**config.mk**
```make
export PLATFORM = sky130hd
export DESIGN_NAME = neo_result_reader_flat
export DESIGN_NICKNAME = d
export VERILOG_FILES = /design/src/rtl/neo_result_reader_if.sv /design/src/rtl/neo_result_reader.sv /design/src/flat_wrapper.sv
export SDC_FILE = /design/constraint.sdc
export NUM_CORES = 1
export LEC_CHECK = 0
export CAP_MARGIN = 20
export CORE_MARGIN = 1.5
export CORE_UTILIZATION = 45
export CTS_CLUSTER_SIZE = 40
export DETAILED_ROUTE_END_ITERATION = 8
export PLACE_DENSITY = 0.79
export SETUP_SLACK_MARGIN = 0.1
export SYNTH_ARGS = -nofsm -noshare
export SYNTH_HDL_FRONTEND = slang
export SYNTH_SLANG_ARGS = --single-unit
export TNS_END_PERCENT = 20
```
**constraint.sdc**
```tcl
create_clock -name Clk -period 2.6 [get_ports Clk]
set_clock_uncertainty 0.05 [all_clocks]
set_input_delay 0.39 -clock Clk [delete_from_list [all_inputs] [get_ports Clk]]
set_output_delay 0.39 -clock Clk [all_outputs]
set_load 0.02 [all_outputs]
```
**src/rtl/neo_result_reader_if.sv**
```systemverilog
//==============================================================================
// Module      : neo_result_reader_if
// Description : Valid/ready result stream carrying a signed value, its memory
//               address and a spike flag.
// Revision    : 1.0 - initial release
//==============================================================================
`default_nettype none

interface neo_result_reader_if #(
    parameter int N  = 16,
    parameter int AW = 5
);
    logic                out_valid;
    logic                out_ready;
    logic signed [N-1:0] out_data;
    logic [AW-1:0]       out_addr;
    logic                out_spike;

    modport master (
        output out_valid,
        output out_data,
        output out_addr,
        output out_spike,
        input  out_ready
    );

    modport slave (
        input  out_valid,
        input  out_data,
        input  out_addr,
        input  out_spike,
        output out_ready
    );
endinterface

`default_nettype wire

```
**src/rtl/neo_result_reader.sv**
```systemverilog
//==============================================================================
// Module      : neo_result_reader
// Description : Drains an M-entry signed result memory in address order onto a
//               valid/ready stream, flagging values above a captured threshold.
//               Define NEO_SPIKE_COUNT_EN to build the per-frame spike counter.
// Revision    : 1.0 - initial release
//==============================================================================
`default_nettype none

module neo_result_reader #(
    parameter  int N  = 16,
    parameter  int M  = 32,
    localparam int AW = (M > 1) ? $clog2(M) : 1
) (
    input  wire logic                Clk,
    input  wire logic                reset,
    input  wire logic                start,
    input  wire logic signed [N-1:0] threshold,
    output logic [AW-1:0]            raddr,
    input  wire logic signed [N-1:0] rdata,
    neo_result_reader_if.master      out,
    output logic                     busy,
    output logic                     done,
    output logic [AW:0]              spike_count
);

    typedef enum logic [2:0] {
        S_IDLE = 3'd0,
        S_READ = 3'd1,
        S_WAIT = 3'd2,
        S_HOLD = 3'd3,
        S_DONE = 3'd4
    } state_t;

    localparam logic [AW-1:0] LAST_ADDR = AW'(M - 1);

    state_t              state_q, state_d;
    logic [AW-1:0]       addr_q,  addr_d;
    logic signed [N-1:0] thr_q,   thr_d;
    logic signed [N-1:0] data_q,  data_d;
    logic [AW-1:0]       oaddr_q, oaddr_d;
    logic                spike_q, spike_d;

    always_ff @(posedge Clk) begin
        if (reset) begin
            state_q <= S_IDLE;
            addr_q  <= '0;
            thr_q   <= '0;
            data_q  <= '0;
            oaddr_q <= '0;
            spike_q <= 1'b0;
        end else begin
            state_q <= state_d;
            addr_q  <= addr_d;
            thr_q   <= thr_d;
            data_q  <= data_d;
            oaddr_q <= oaddr_d;
            spike_q <= spike_d;
        end
    end

    always_comb begin
        state_d = state_q;
        addr_d  = addr_q;
        thr_d   = thr_q;
        data_d  = data_q;
        oaddr_d = oaddr_q;
        spike_d = spike_q;
        case (state_q)
            S_IDLE: begin
                if (start) begin
                    thr_d   = threshold;
                    addr_d  = '0;
                    state_d = S_READ;
                end
            end
            S_READ: state_d = S_WAIT;
            S_WAIT: begin
                // rdata now reflects the address presented during READ
                data_d  = rdata;
                oaddr_d = addr_q;
                spike_d = (rdata > thr_q);
                state_d = S_HOLD;
            end
            S_HOLD: begin
                if (out.out_ready) begin
                    if (addr_q == LAST_ADDR) begin
                        state_d = S_DONE;
                    end else begin
                        addr_d  = addr_q + 1'b1;
                        state_d = S_READ;
                    end
                end
            end
            S_DONE:  state_d = S_IDLE;
            default: state_d = S_IDLE;
        endcase
    end

    assign raddr         = addr_q;
    assign out.out_valid = (state_q == S_HOLD);
    assign out.out_data  = data_q;
    assign out.out_addr  = oaddr_q;
    assign out.out_spike = spike_q;
    assign busy          = (state_q == S_READ) || (state_q == S_WAIT) || (state_q == S_HOLD);
    assign done          = (state_q == S_DONE);

`ifdef NEO_SPIKE_COUNT_EN
    logic [AW:0] cnt_q, cnt_d;

    always_ff @(posedge Clk) begin
        if (reset) begin
            cnt_q <= '0;
        end else begin
            cnt_q <= cnt_d;
        end
    end

    // At most M accepted beats per frame, so AW+1 bits can never wrap
    always_comb begin
        cnt_d = cnt_q;
        if ((state_q == S_IDLE) && start) begin
            cnt_d = '0;
        end else if ((state_q == S_HOLD) && out.out_ready && spike_q) begin
            cnt_d = cnt_q + 1'b1;
        end
    end

    assign spike_count = cnt_q;
`else
    assign spike_count = '0;
`endif

endmodule

`default_nettype wire

```
**src/flat_wrapper.sv**
```systemverilog
// flat-port wrapper written by rule: the top's interface ports become plain ports
module neo_result_reader_flat 
#(
    parameter  int N  = 16,
    parameter  int M  = 32,
    localparam int AW = (M > 1) ? $clog2(M) : 1
)
  (Clk, reset, start, threshold, raddr, rdata, busy, done, spike_count, out_out_valid, out_out_data, out_out_addr, out_out_spike, out_out_ready);
  neo_result_reader_if #(.N(N)) out_i ();
  input  wire logic Clk;
  input  wire logic reset;
  input  wire logic start;
  input  wire logic signed [N-1:0] threshold;
  output logic [AW-1:0] raddr;
  input  wire logic signed [N-1:0] rdata;
  output logic busy;
  output logic done;
  output logic [AW:0] spike_count;
  output wire logic [$bits(out_i.out_valid)-1:0] out_out_valid;
  output wire logic [$bits(out_i.out_data)-1:0] out_out_data;
  output wire logic [$bits(out_i.out_addr)-1:0] out_out_addr;
  output wire logic [$bits(out_i.out_spike)-1:0] out_out_spike;
  input wire logic [$bits(out_i.out_ready)-1:0] out_out_ready;
  assign out_out_valid = out_i.out_valid;
  assign out_out_data = out_i.out_data;
  assign out_out_addr = out_i.out_addr;
  assign out_out_spike = out_i.out_spike;
  assign out_i.out_ready = out_out_ready;
  neo_result_reader #(.N(N), .M(M)) u_core (.Clk(Clk), .reset(reset), .start(start), .threshold(threshold), .raddr(raddr), .rdata(rdata), .out(out_i), .busy(busy), .done(done), .spike_count(spike_count));
endmodule
```
## Word-level counts from Yosys, hierarchy flattened

Cells that the tools add are included.

- Flip-flop bits (word level): 46
- Bits of input ports: 36
- Output and inout port bits: 36
- Word-level logic and storage cells: 31

- Add/sub/neg operators: 1
- Order comparisons: 1
- Eq/ne operators: 8
- Multiplexer cells: 8
- Reduce and logical (&&, ||, !) cells: 7

Operators with widths:

| operator | number |
|---|---|
| > comparator 16 bit | 1 |
| 2-to-1 mux 5 bit | 3 |
| case mux 3 bit (4 select lines) | 1 |
| case mux 5 bit (2 select lines) | 1 |
| 2-to-1 mux 3 bit | 3 |
| == test 3 x 2 -> 1 bit (second input constant) | 2 |
| adder 5 x 1 -> 5 bit (second input constant) | 1 |
| == test 5 bit (second input constant) | 1 |
| inequality test 2 bit (second input constant) | 2 |
| AND reduction 2 bit | 2 |
| AND reduction 4 bit | 1 |
| == test 3 x 1 -> 1 bit (second input constant) | 1 |
| == test 3 bit (second input constant) | 1 |
| zero test 3 bit | 1 |
| logical OR 1 bit | 2 |
| inequality test 2 x 1 -> 1 bit (second input constant) | 1 |
| nonzero test 2 bit | 1 |

## Longest topological paths before layout

Gate-level depths: netlist (run 1).

- Depth after elaboration: 4
- Gate-level depth with buffers: 8
- Depth with buffers taken out: 8

## Worst setup path before layout (run 1)

Ideal clock, no wire load.

- Path type: register -> register
- Start: register u_core.addr_q[0], in the netlist u_core.raddr[0]
- End: register u_core.addr_q[3], in the netlist u_core.raddr[3]
- Library setup time: 0.129 ns
- Arrival: 1.738 ns
- Data required time: 2.421 ns
- Path slack: 0.683 ns
- Cell stages (with the launch flop): 9
- Buffers on the path: 0
- Clock period less this slack: 1.917 ns
- Cells stage by stage: dfxtp_1 -> ha_1 -> and3_1 -> ha_1 -> nand4b_1 -> a21oi_4 -> nand4_1 -> xor2_1 -> nor3_2

- Word-level cells in the longest chain between the ends: 4
- Elaborated cells between the ends (all ways): 7
- Classes of those cells: 1 x add/sub; 2 x eq/ne; 3 x mux; 1 x reduce/logical

Ends and longest elaborated chain:

| element | RTL line | RTL |
|---|---|---|
| from (decl) | neo_result_reader.sv:38 | `logic [AW-1:0] addr_q, addr_d;` |
| from (signal assigned) | neo_result_reader.sv:54 | `addr_q <= addr_d;` |
| adder 5 x 1 -> 5 bit | neo_result_reader.sv:90 | `addr_d = addr_q + 1'b1;` |
| 2-to-1 mux 5 bit | neo_result_reader.sv:87 | `if (addr_q == LAST_ADDR) begin` |
| 2-to-1 mux 5 bit | neo_result_reader.sv:86 | `if (out.out_ready) begin` |
| case mux 5 bit (2 select lines) | neo_result_reader.sv:69 | `case (state_q)` |

Parallel ways exist; a longest one is shown, timed or not. The select of a mux whose other input is x is not followed.
A chain may end at the register's enable or synchronous reset.

## Worst setup path in the final report (run 1)

- Start: register u_core.state_q[0]
- End: output out_out_valid

- Word-level cells in the longest chain between the ends: 1

Ends and longest elaborated chain:

| element | RTL line | RTL |
|---|---|---|
| from (decl) | neo_result_reader.sv:37 | `state_t state_q, state_d;` |
| from (signal assigned) | neo_result_reader.sv:53 | `state_q <= state_d;` |
| == test 3 x 2 -> 1 bit | neo_result_reader.sv:101 | `assign out.out_valid = (state_q == S_HOLD);` |
| to (decl) | flat_wrapper.sv:19 | `output wire logic [$bits(out_i.out_valid)-1:0] out_out_valid;` |

No other way between the ends.

==> results.md, run 1 <==
* Routability cong. at roughly 0.83
* Drt wl/cell at between 10 and 15 um
* DRT iter0 DRCs at 82
* CP Launch Type: register
* Critical Path RT at ~2.2 ns
* Hold_ws at 0.406 ns
* Sw Share at between 20 and 30%
* Post-layout min period at between 2 and 2.5 ns
* Register area share after synthesis at a little over two fifths
* Peak supply drop at 0.292 mV
* Fmax at between 400 and 500 MHz
* CP endpoint kind: primary output
* TritonCTS Buffers at 5
* Pwr per Cell Area at approximately 520 nW/um2
* Largest net degree at the start of global routing at 23
* # port buffers at 65
* Cell count of the worst reg-to-reg path at 8
* Vias at around 2,000
* Combinational share of power at 22.1%
* Area delta synth->final at 35.4%
* Synth Area in Simple Gates at around a quarter
* Synth Area in Adders at 10.2%
* Synth cell types at 40
* Top-area cell type share of the netlist area at between 40% and 50%
* CTS Root Cell: clkbuf_8
* Gr usage total at a little under a fifth
* Clock power frac at ~28%
* Drc violations at 0
* Final Max Tran Viols at 0
* ANT cells at 0
* Max-cap violations at 0
* Placement Rows at 25
* Post-synthesis cell count at 275
* Final hold vios at 0
* Worst endpoint data arrival time at ~1.8 ns
* Mux contribution to synthesized area at less than 1%
* Postcts setup bufs at 0
* Final WL at 4910 um
* Die Y at around 73 um
* Die X at 72.9 um
* Slew margin rel. at ~58%
* Outcome: completed
* Compound-Gate Fraction of Synth Area at 13.5%
* Initial antenna violation count at 0
* Ports at 72
* Final worst setup slack at 0.377 ns
* GRT overflow at 0
* Area leader, netlist: dfxtp_1
* Mapped cell area at about 2200 um2
* First-pass GRT wire length at between 7000 and 8000 um
* Slew @ Worst Pin at roughly 0.63 ns
* Synth warn at 0
* Dpl ws at about 0.25 ns
* Most common cell after layout, fill and taps aside: nand2_1
* Critical path peak fanout at 11
* Crit Path Category: reg2out
* Clock sink total at between 40 and 50
* RSZ-0062 raised after global routing: no
* Clk Latency, worst-skew pair at between 0.2 and 0.3 ns
* Clock slew at reported path FFs at 0.08 ns
* Hold Path Depth at 2
* LEAKAGE at around 0.0011 uW
* Detailed Routing Iterations Pass 1 at 4
* R2R Setup Slk at approximately 0.6 ns
* Hold Crit Class: reg2reg
* Synth Area in XOR/XNOR at less than 1%
* Initial Util at 46.6%
* FF+latch count, synth at 46
* Post-CTS Hold Buffers at 0
* Vias in the first global route at roughly 1,800
* Final nets at about 390
* Top cells by area, synth: dfxtp_1 (42%), nand2_1 (13%), ha_1 (10%)
* Core area at roughly 4700 um2
* Antenna viol nets, final at 0
* Post-detail-place hpwl at between 3000 and 4000 um
* Die area at about 5300 um2
* Largest buffer count on any clock path at 2
* Final period utilization at a little under nine tenths
* Resized cells post-CTS at 0
* Synth Area per Inst at 8.00 um2
* Layout cells sized above 1 at between 5 and 6%
* Internal cell power at roughly 1100 uW
* Sequential Power Share at about half
* CTS tree: yes
* Final Power at 1550 uW
* Drt via density at between 4 and 5
* Net Sw Power at around 430 uW
* Largest family of logic cells by synthesized area: simple AND/OR/NAND/NOR gates
* Final setup fails at 0
* Setup_tns at 0 ns
* Most frequent cells in the layout: nand2_1 (79), clkdlybuf4s50_1 (65), dfxtp_1 (46), a21oi_1 (40), ha_1 (18)
* Level count of the clock H-tree at 2
flip-flops by register name, summed over array words and instances (netlist names):
name,flops
u_core.out.out_data,16
u_core.out.out_addr,5
u_core.raddr,5
u_core.out.out_spike,1
u_core.thr_q,16
u_core.state_q,3
per-stage QoR:
step | cell area [um2] | cells | utilization [%]
2_1_floorplan | 2220 | 280 | -
3_3_place_gp | 2890 | 397 | 61.1
3_5_place_dp | 2890 | 397 | 61.1
4_1_cts | 2980 | 405 | 63.0
5_1_grt | 2980 | 405 | 63.0
6_report | 2980 | 405 | 63.0
cells in the mapped netlist (all sizes together):
cell type,instances
inv,16
nor2b,1
clkbuf,7
a31oi,1
a21boi,1
nor3b,2
nand4b,1
and3,2
dfxtp,46
a2bb2oi,1
nand3b,2
conb,1
nor4b,2
nor4,3
buf,13
o22ai,1
xor2,2
nor2,9
nand2,79
o211ai,2
a21oi,41
a211oi,1
ha,18
o21ai,1
or3b,2
a211o,1
nor3,4
a31o,1
o21bai,1
nand2b,2
nand4,7
mux2i,1
and2,1
nand3,1
or3,1
power groups by stage:
| stage | clock [uW] | sequential, uW | combinational (uW) |
|---|---|---|---|
| after CTS | 453 | 772 | 345 |
| after floorplan | 0 | 797 | 195 |
| final | 439 | 772 | 343 |
| after global placement | 0 | 787 | 338 |
| after detailed placement | 0 | 788 | 343 |
| after global routing | 481 | 777 | 382 |
critical path: stages (launching register included):
cell and delay [ns]:
dfxtp_1 0.58, nand2_1 0.17, nor2_1 0.13, clkdlybuf4s50_1 0.61
routing by layer:
metal  track usage (%)  vias up  part of all wire, %
met5                 0        -                    0
met4              7.55        0                  1.5
met3              4.01       10                  4.0
met2              30.0       52                   47
met1              25.9      905                   47
li1                  -     1030                    -
logic make-up after synthesis:
group	count (synthesis)
xor+xnor	2
simple gates	119
fa+ha+maj	18
other cells	1
mux	1
compound gates	52
buf+inv	36
flops	46
layout make-up:
class	count	area [um2]
Fill cell	420	1750
Clock buffer	7	86.3
Clock inverter	1	5.00
Multi-Input combinational cell	198	1130
Sequential cell	46	921
Tap cell	67	83.8
Timing Repair Buffer	70	688
Inverter	16	60.1
path summary, 6_finish.rpt:
| kind | startpoint | endpoint |
|---|---|---|
| hold / removal | u_core.out.out_data[7]$_SDFFE_PP0P_ | u_core.out.out_data[7]$_SDFFE_PP0P_ |
| setup / recovery | u_core.state_q[0]$_SDFFE_PP0P_ | out_out_valid |
| setup reg to reg | u_core.raddr[0]$_SDFFE_PP0P_ | u_core.raddr[3]$_SDFFE_PP0P_ |
| hold reg to reg | u_core.out.out_data[7]$_SDFFE_PP0P_ | u_core.out.out_data[7]$_SDFFE_PP0P_ |
Note: power is estimated with default switching activity, not from simulation.
==> run 2, diff against run 1 <==
--- a/config.mk
+++ b/config.mk
@@ -5,13 +5,13 @@
 export SDC_FILE = /design/constraint.sdc
 export NUM_CORES = 1
 export LEC_CHECK = 0
-export CAP_MARGIN = 20
-export CORE_MARGIN = 1.5
+export CORE_MARGIN = 2
 export CORE_UTILIZATION = 45
 export CTS_CLUSTER_SIZE = 40
 export DETAILED_ROUTE_END_ITERATION = 8
 export PLACE_DENSITY = 0.79
 export SETUP_SLACK_MARGIN = 0.1
+export SKIP_CTS_REPAIR_TIMING = 1
 export SYNTH_ARGS = -nofsm -noshare
 export SYNTH_HDL_FRONTEND = slang
 export SYNTH_SLANG_ARGS = --single-unit
==> results.md, run 2 (synthesis results as in run 1) <==
* Clock slew at reported path FFs at 0.08 ns (about the same)
* Clock sink total at 46 (unchanged)
* Level count of the clock H-tree at 2 (unchanged)
* Post-detail-place hpwl at 3830 um (was 3690 um)
* Max-cap violations at 0 (unchanged)
* Die X at 73.9 um (was 72.9 um)
* DRT iter0 DRCs at 149 (was 82)
* Setup_tns at 0 ns (unchanged)
* Initial antenna violation count at 0 (unchanged)
* Largest buffer count on any clock path at 2 (unchanged)
* Multi-input gate area at 1130 um2 (unchanged)
* Ports at 72 (unchanged)
* Largest net degree at the start of global routing at 48 (was 23)
* CP endpoint kind: primary output (unchanged)
* First-pass GRT wire length at 8500 um (was 7950 um)
* Final worst setup slack at 0.378 ns (was 0.377 ns)
* CTS Root Cell: clkbuf_8 (unchanged)
* Final WL at 5220 um (was 4910 um)
* Dpl ws at 0.217 ns (was 0.247 ns)
* Hold Crit Class: reg2reg (unchanged)
* Drt wl/cell at 12.9 um (was 12.1 um)
* Outcome: completed (unchanged)
* Gr usage total at 20.3% (was 19.2%)
* Crit Path Category: reg2out (unchanged)
* # port buffers at 65 (unchanged)
* CP Launch Type: register (unchanged)
* GRT overflow at 0 (unchanged)
* Vias at 2,010 (was 1,997)
* Final setup fails at 0 (unchanged)
* Slew @ Worst Pin at 0.685 ns (was 0.633 ns)
* ANT cells at 0 (unchanged)
* Final Max Tran Viols at 0 (unchanged)
* Flip-flop and latch area at 921 um2 (unchanged)
* Max stage delay on crit path at 0.61 ns (about the same)
* Drc violations at 0 (unchanged)
* Antenna viol nets, final at 0 (unchanged)
* Most common cell after layout, fill and taps aside: nand2_1 (unchanged)
* Area delta synth->final at 35.6% (was 35.4%)
* Slew margin rel. at 54.2% (was 57.7%)
* CTS tree: yes (unchanged)
* Post-layout min period at 2.22 ns (about the same)
* Worst endpoint data arrival time at 1.78 ns (about the same)
* LEAKAGE at 0.00111 uW (about the same)
* Placement Rows at 25 (unchanged)
* Clk Latency, worst-skew pair at 0.29 ns (about the same)
* Critical path peak fanout at 12 (was 11)
* Final period utilization at 85.5% (about the same)
* Initial Util at 46.6% (unchanged)
* CP Cell Sequence: nand2_1 -> nor2_1 -> clkdlybuf4s50_1 (unchanged)
* RSZ-0062 raised after global routing: no (unchanged)
* Fmax at 450 MHz (about the same)
* Die area at 5460 um2 (was 5320 um2)
* Drt via density at 4.98 (was 4.93)
* Critical Path RT at 2.16 ns (about the same)
* Die Y at 73.9 um (was 72.9 um)
* Core area at 4720 um2 (unchanged)
* Final nets at 390 (was 391)
* Detailed Routing Iterations Pass 1 at 4 (unchanged)
* FILL cells at 436 (was 420)
* Routability cong. at 0.819 (was 0.832)
* TritonCTS Buffers at 5 (unchanged)
* Vias in the first global route at 1,848 (was 1,750)
* Crit-path slowest cell: clkdlybuf4s50_1 (unchanged)
* Final hold vios at 0 (unchanged)
* Peak supply drop at 0.324 mV (was 0.292 mV)
* Layout cells sized above 1 at 5.04% (was 5.33%)
* Pwr per Cell Area at 525 nW/um2 (was 522 nW/um2)
* Most frequent cells in the layout: nand2_1 (79), clkdlybuf4s50_1 (65), dfxtp_1 (46), a21oi_1 (40), ha_1 (18) (unchanged)
==> run 2: layout make-up <==
class | count | area share, %
clock inverters | 1 | 0.168
repair buffers | 69 | 23.2
flip-flops and latches | 46 | 30.9
multi-input cells | 198 | 38.0
clock buffers | 7 | 2.89
inverters | 16 | 2.01
well taps | 67 | 2.81
==> run 2: power breakdown <==
part,leakage [uW],internal [uW],switching (uW)
combinational,0.000684,164,182
clock,0.0000482,215,232
sequential,0.000375,743,29.4
total,0.00111,1120,443
==> run 2: layer usage <==
| layer | vias to the layer above | wire (um) | global-route usage (%) |
|---|---|---|---|
| met2 | 51 | 2500 | 32.6 |
| met3 | 11 | 224 | 4.12 |
| met1 | 921 | 2370 | 26.6 |
| met5 | - | 0 | 0 |
| li1 | 1027 | - | - |
| met4 | 0 | 123 | 8.28 |
==> run 2: per-stage QoR <==
stage	utilization (%)	power [uW]	area (um2)	std cells	hold slack [ns]
4_1_cts	63.2	1570	2980	404	0.408
3_3_place_gp	61.2	1130	2890	396	0.392
5_1_grt	63.2	1650	2980	404	0.422
2_1_floorplan	-	992	2220	280	0.386
6_report	63.2	1570	2980	404	0.406
3_5_place_dp	61.2	1140	2890	396	0.397
==> run 2: critical path: cells and delay by family, from the launching register on <==
family | cells | cell delay [ns]
AND/OR/NAND/NOR | 2 | 0.28
buffers and inverters | 1 | 0.61
flip-flops | 1 | 0.60
==> run 2: path summary, 6_finish.rpt <==
path                                             start                              endpoint  slack, ns  cells after the start
setup / recovery        u_core.state_q[1]$_SDFFE_PP0P_                         out_out_valid       0.38                      3
hold / removal    u_core.out.out_data[10]$_SDFFE_PP0P_  u_core.out.out_data[10]$_SDFFE_PP0P_       0.41                      2
setup reg to reg          u_core.raddr[0]$_SDFFE_PP0P_          u_core.raddr[3]$_SDFFE_PP0P_       0.55                      8
hold reg to reg   u_core.out.out_data[10]$_SDFFE_PP0P_  u_core.out.out_data[10]$_SDFFE_PP0P_       0.41                      2
